<file path="config.mk">
export PLATFORM = sky130hd
export DESIGN_NAME = fir_rx_decim
export DESIGN_NICKNAME = d
export VERILOG_FILES = /design/src/rtl/fir_rx_decim.sv
export SDC_FILE = /design/constraint.sdc
export NUM_CORES = 1
export LEC_CHECK = 0
export ABC_AREA = 1
export ABC_CLOCK_PERIOD_IN_PS = 4050
export BUFFER_PORTS_ARGS = -buffer_cell sky130_fd_sc_hd__buf_2
export CAP_MARGIN = 30
export CORE_AREA = 8 8 181 183
export DETAILED_ROUTE_END_ITERATION = 16
export DIE_AREA = 0 0 189 191
export PLACE_DENSITY = 0.73
export REMOVE_ABC_BUFFERS = 1
export SKIP_LAST_GASP = 1
export SYNTH_ARGS = -nofsm -noshare
export SYNTH_HDL_FRONTEND = slang
export SYNTH_SLANG_ARGS = --single-unit
</file>
<file path="constraint.sdc">
create_clock -name clk -period 4.05 [get_ports clk]
set_input_delay 0.81 -clock clk [delete_from_list [all_inputs] [get_ports clk]]
set_output_delay 0.81 -clock clk [all_outputs]
set_load 0.05 [all_outputs]
</file>
<file path="src/rtl/fir_rx_decim.sv">
// Receive side of the FIR output stream: round, saturate and decimate the
// full-precision samples, then buffer them onto an AXI-stream master with backpressure.
module fir_rx_decim #(
    parameter int IW    = 24,
    parameter int OW    = 16,
    parameter int SHIFT = 8,
    parameter int DECIM = 4,
    parameter int DEPTH = 16
) (
    input  logic                       clk,
    input  logic                       rstn,
    input  logic [IW-1:0]              s_axis_tdata,
    input  logic                       s_axis_tvalid,
    output logic [OW-1:0]              m_axis_tdata,
    output logic                       m_axis_tvalid,
    input  logic                       m_axis_tready,
    input  logic                       ovf_clr,
    output logic                       ovf,
    output logic [$clog2(DEPTH):0]     level
);

    localparam int AW = $clog2(DEPTH);
    localparam int LW = AW + 1;
    localparam int CW = (DECIM > 1) ? $clog2(DECIM) : 1;

    localparam logic signed [IW:0] SMAX = {{(IW-OW+2){1'b0}}, {(OW-1){1'b1}}};
    localparam logic signed [IW:0] SMIN = {{(IW-OW+2){1'b1}}, {(OW-1){1'b0}}};

    // ---------------- decimation counter ----------------
    logic [CW-1:0] dcnt;
    logic          keep;

    assign keep = s_axis_tvalid && (dcnt == '0);

    always_ff @(posedge clk or negedge rstn) begin
        if (!rstn) begin
            dcnt <= '0;
        end else if (s_axis_tvalid) begin
            if (dcnt == CW'(DECIM - 1))
                dcnt <= '0;
            else
                dcnt <= dcnt + CW'(1);
        end
    end

    // ---------------- stage 1: half-up rounding ----------------
    logic signed [IW:0] ext;
    logic signed [IW:0] rnd_val;
    logic signed [IW:0] s1_data;
    logic               s1_valid;

    assign ext = {s_axis_tdata[IW-1], s_axis_tdata};

    generate
        if (SHIFT > 0) begin : g_rnd
            localparam logic [IW:0] RND = {{IW{1'b0}}, 1'b1} << (SHIFT - 1);
            logic [IW:0] sum;
            assign sum     = ext + RND;
            assign rnd_val = $signed(sum) >>> SHIFT;
        end else begin : g_nornd
            assign rnd_val = ext;
        end
    endgenerate

    always_ff @(posedge clk or negedge rstn) begin
        if (!rstn) begin
            s1_data  <= '0;
            s1_valid <= 1'b0;
        end else begin
            s1_valid <= keep;
            if (keep)
                s1_data <= rnd_val;
        end
    end

    // ---------------- stage 2: saturation, FIFO write request ----------------
    logic [OW-1:0] sat_val;
    logic [OW-1:0] wr_data;
    logic          wr_req;

    always_comb begin
        sat_val = s1_data[OW-1:0];
        if (s1_data > SMAX)
            sat_val = SMAX[OW-1:0];
        else if (s1_data < SMIN)
            sat_val = SMIN[OW-1:0];
    end

    always_ff @(posedge clk or negedge rstn) begin
        if (!rstn) begin
            wr_data <= '0;
            wr_req  <= 1'b0;
        end else begin
            wr_req <= s1_valid;
            if (s1_valid)
                wr_data <= sat_val;
        end
    end

    // ---------------- FIFO with registered FWFT output ----------------
    // Output handshake: a word transfers on a rising edge where m_axis_tvalid
    // and m_axis_tready are both 1; tvalid never drops and tdata never changes
    // before that edge. The output register is part of the occupancy.
    logic [OW-1:0] mem [DEPTH];
    logic [AW:0]   wptr;
    logic [AW:0]   rptr;
    logic          mem_empty;
    logic          full;
    logic          hs;
    logic          wr_en;
    logic          ovf_set;
    logic          load;

    assign mem_empty = (wptr == rptr);
    assign full      = (level == LW'(DEPTH));
    assign hs        = m_axis_tvalid && m_axis_tready;
    assign wr_en     = wr_req && (!full || hs);
    assign ovf_set   = wr_req && full && !hs;
    assign load      = !mem_empty && (!m_axis_tvalid || hs);

    always_ff @(posedge clk) begin
        if (wr_en)
            mem[wptr[AW-1:0]] <= wr_data;
    end

    always_ff @(posedge clk or negedge rstn) begin
        if (!rstn) begin
            wptr          <= '0;
            rptr          <= '0;
            m_axis_tdata  <= '0;
            m_axis_tvalid <= 1'b0;
        end else begin
            if (wr_en)
                wptr <= wptr + (AW+1)'(1);
            if (load) begin
                rptr          <= rptr + (AW+1)'(1);
                m_axis_tdata  <= mem[rptr[AW-1:0]];
                m_axis_tvalid <= 1'b1;
            end else if (hs) begin
                m_axis_tvalid <= 1'b0;
            end
        end
    end

    // ---------------- occupancy and sticky overflow ----------------
    always_ff @(posedge clk or negedge rstn) begin
        if (!rstn) begin
            level <= '0;
        end else begin
            case ({wr_en, hs})
                2'b10:   level <= level + LW'(1);
                2'b01:   level <= level - LW'(1);
                default: level <= level;
            endcase
        end
    end

    // A drop in the same cycle as a clear must remain visible.
    always_ff @(posedge clk or negedge rstn) begin
        if (!rstn)
            ovf <= 1'b0;
        else if (ovf_set)
            ovf <= 1'b1;
        else if (ovf_clr)
            ovf <= 1'b0;
    end

endmodule

</file>
==> flow_summary_export.csv <==
group,metric,value,unit
outcome,status,"complete, no violations",
timing,setup_tns,0,ns
worst_setup_path,cp_top_family,"buffers and inverters",
synth,synthFlopType,"edfxtp_1",
synth,synth_edf_count,256,
floorplanning,coreArea,30030,sq um
cts,cts_tree,"yes",
cts,clk_pin_slew_worst_paths,0.06,ns
placed_design,gp_congestion,0.7910,
drt,maxUsedRoutingLayer,"met4",
worst_setup_path,crit_type,"reg2reg",
cts,ctsHoldBuffers,0,
timing,finClkSkew,0.02193,ns
drt,wl_met1,13.74,mm
synth,avgSynthCellArea,9.517,sq um
layout,final_nets,1632,
cts,clock_latency,0.51,ns
synth,synth.area.top_cells,"edfxtp_1, nand2_1, dfrtp_1",
drt,drt-pass1-iter-count,6,
drt,via_count,10104,
worst_setup_path,crit_buf_inv,3,
synth,synthTopCellsByCount,"nand2_1, inv_1, edfxtp_1",
layout,final_layout_size_suffix_gt1_share,9.338,%
power,finalPower,12.11,mW
drt,drc,0,
drt,vias_per_cell,5.019,
layout,antenna_cells,0,
synth,synth_area,14650,sq um
cts,numCtsBuffers,35,
worst_setup_path,reg2reg_from,"rptr[0]",
grt,grt-ovfl-total,0,
cts,ctsResizeCount,0,
placed_design,dpl.hpwl,19.61,mm
grt,grt_pass1_wl,53.14,mm
synth,netlist_instances,1539,
timing,fin_crit,2.641,ns
synth,synth_area_leader_cell,"edfxtp_1",
synth,synth_top_area_share,52.49,%
floorplanning,die_width,189,um
floorplanning,rows,64,
worst_setup_path,critPathMaxStageDelay,0.69,ns
floorplanning,ios,52,
timing,fin_crit_sh,65.21,%
cts,clock_path_buffers,3,
worst_setup_path,worstPathRequired,4.45,ns
drt,ant_nets,0,
synth,yosysSeqAreaShare,64.45,%
power,powerDensity,734.4,nW/um^2
worst_setup_path,worstSetupStartpointType,"flip-flop",
worst_setup_path,crit_path_frequent_cell,"nand2_1",
worst_setup_path,regToRegSetupSlack,1.41,ns
layout,synthToLayoutAreaGrowth,12.56,%
timing,max_freq,0.3786,GHz
worst_setup_path,rr_worst_depth,11,
cts,post_cts_buffers,0,
worst_setup_path,critPathMaxFanout,74,
power,p_leak,7.599,nW
placed_design,io_buffers,44,
worst_setup_path,path_cells,"buf_4 > buf_4 > nand2_1 > nand3_1 > nand2_1 > nand2_1 > nand2_1 > inv_1 > nand2_1 > nand2_1 > nand2_1",
drt,avgRoutedWirePerCell,16.33,um
worst_setup_path,arrival,3.05,ns
worst_setup_path,cp-end-kind,"flip-flop",
synth,ys_warn_count,0,
job,maxCapViolCount,0,
drt,drt_iter0_markers,872,
timing,setup-violations-final,0,
power,peakVddDrop,0.4293,mV
drt,wl_met2,15.67,mm
timing,drv_slew,0,
cts,h-tree-depth,2,
cts,clock_sinks,326,
cts,clock-root-buffer,"clkbuf_16",
drt,wl_met3,2.459,mm
layout,final.fill_count,2559,
floorplanning,start_util,48.77,%
timing,relSlewSlack,29.50,%
floorplanning,die-area,36100,sq um
grt,antenna_found_initial,1,
floorplanning,die_h,191,um
grt,grt_max_degree,75,
worst_setup_path,cp_slowest_cell,"buf_4",
timing,finalHoldViolations,0,
grt,track_usage,18.51,%
hold_path,min_path_type,"in2async",
layout,final_util,54.90,%
synth,synth.most_common_cell,"nand2_1",
synth,ys_seq_elements,326,
grt,grt_pass1_vias,10135,
timing,rsz0062_at_grt,"no",
synth,synth-async-reset-ratio,21.47,%
timing,worst_pin_slew,1.056,ns
drt,wirelength,32.88,mm
timing,holdWs,0.1052,ns
worst_setup_path,reg2reg_to,"m_axis_tdata[5]",
synth,ys_types,32,
==> worst register-to-register path, stage by stage (launching register included) <==
cell	delay [ns]
dfrtp_4	0.41
buf_4	0.65
buf_4	0.69
nand2_1	0.14
nand3_1	0.13
nand2_1	0.11
nand2_1	0.07
nand2_1	0.07
inv_1	0.07
nand2_1	0.09
nand2_1	0.07
nand2_1	0.05
==> cell usage in the layout, fill, tap and decap left out, drive strengths merged <==
cell type / netlist / layout
inv: 279 / 279
nand3: 182 / 182
dfrtp: 70 / 70
o21ai: 19 / 19
a21oi: 19 / 19
nor3: 5 / 5
ha: 11 / 11
clkinv: 1 / 7
bufinv: 0 / 1
a31oi: 1 / 1
nand4: 7 / 7
nand3b: 3 / 3
or2: 2 / 2
nor2: 53 / 53
clkbuf: 10 / 56
a31o: 1 / 1
xnor2: 5 / 5
nand2b: 1 / 1
nand2: 549 / 549
edfxtp: 256 / 256
buf: 53 / 78
o21bai: 1 / 1
xor2: 10 / 10
fa: 1 / 1
==> stage by stage <==
step                      instance area [sq um]  setup slack [ns]  cells
after global routing                      16490             1.186   2013
after floorplan                           14290            -1.094   1476
after CTS                                 16460             1.425   2012
after detailed placement                  15320             1.002   1949
final                                     16490             1.409   2013
after global placement                    15240             1.010   1945
==> report_power, final <==
part | total (mW) | internal (mW) | switching [mW]
registers | 5.15 | 4.47 | 0.680
clock network | 3.11 | 1.88 | 1.22
logic | 3.85 | 1.14 | 2.71
==> routing by layer <==
| metal | global-route usage, % | vias to the layer above |
|---|---|---|
| met2 | 31.07 | 361 |
| li1 | - | 4938 |
| met5 | 0 | - |
| met4 | 6.975 | 0 |
| met1 | 23.99 | 4733 |
| met3 | 2.992 | 72 |
==> how the worst max path moves through the flow <==
stage | end | startpoint | slack, ns | cells past startpoint
after detailed placement | mem[4][3] | m_axis_tready | 1.00 | 8
after global placement | mem[4][3] | m_axis_tready | 1.01 | 8
after global routing | m_axis_tdata[5] | rptr[0] | 1.19 | 11
after CTS | m_axis_tdata[5] | rptr[0] | 1.43 | 11
after floorplan | rptr[0] | rptr[0] | -1.09 | 8
final | m_axis_tdata[5] | rptr[0] | 1.41 | 11
==> state kept, by name, indices dropped and copies added, names as in the netlist <==
signal         cells
dcnt               2
level              5
m_axis_tdata      16
m_axis_tvalid      1
mem              256
ovf                1
rptr               5
s1_data           17
s1_valid           1
wptr               5
wr_data           16
wr_req             1
==> logic make-up (layout without fill, tap and decap cells) <==
family	Yosys count	after routing	share of synthesized area, %
AO/OA/AOI/OAI	41	41	1.452
XOR/XNOR	15	15	0.8969
adder cells (fa/ha/maj)	12	12	1.076
buffers and inverters	343	421	9.610
flip-flops	326	326	64.45
AND/OR/NAND/NOR	802	802	22.52
==> layout make-up <==
class	instances	area (sq um)	area share [%]
repair buffers	78	545.5	3.309
clock inverters	7	58.81	0.3567
well taps	396	495.5	3.005
inverters	280	1052	6.383
clock buffers	56	1077	6.535
multi-input cells	870	3812	23.13
flip-flops and latches	326	9444	57.29
Power figures use the tool's default switching activity.
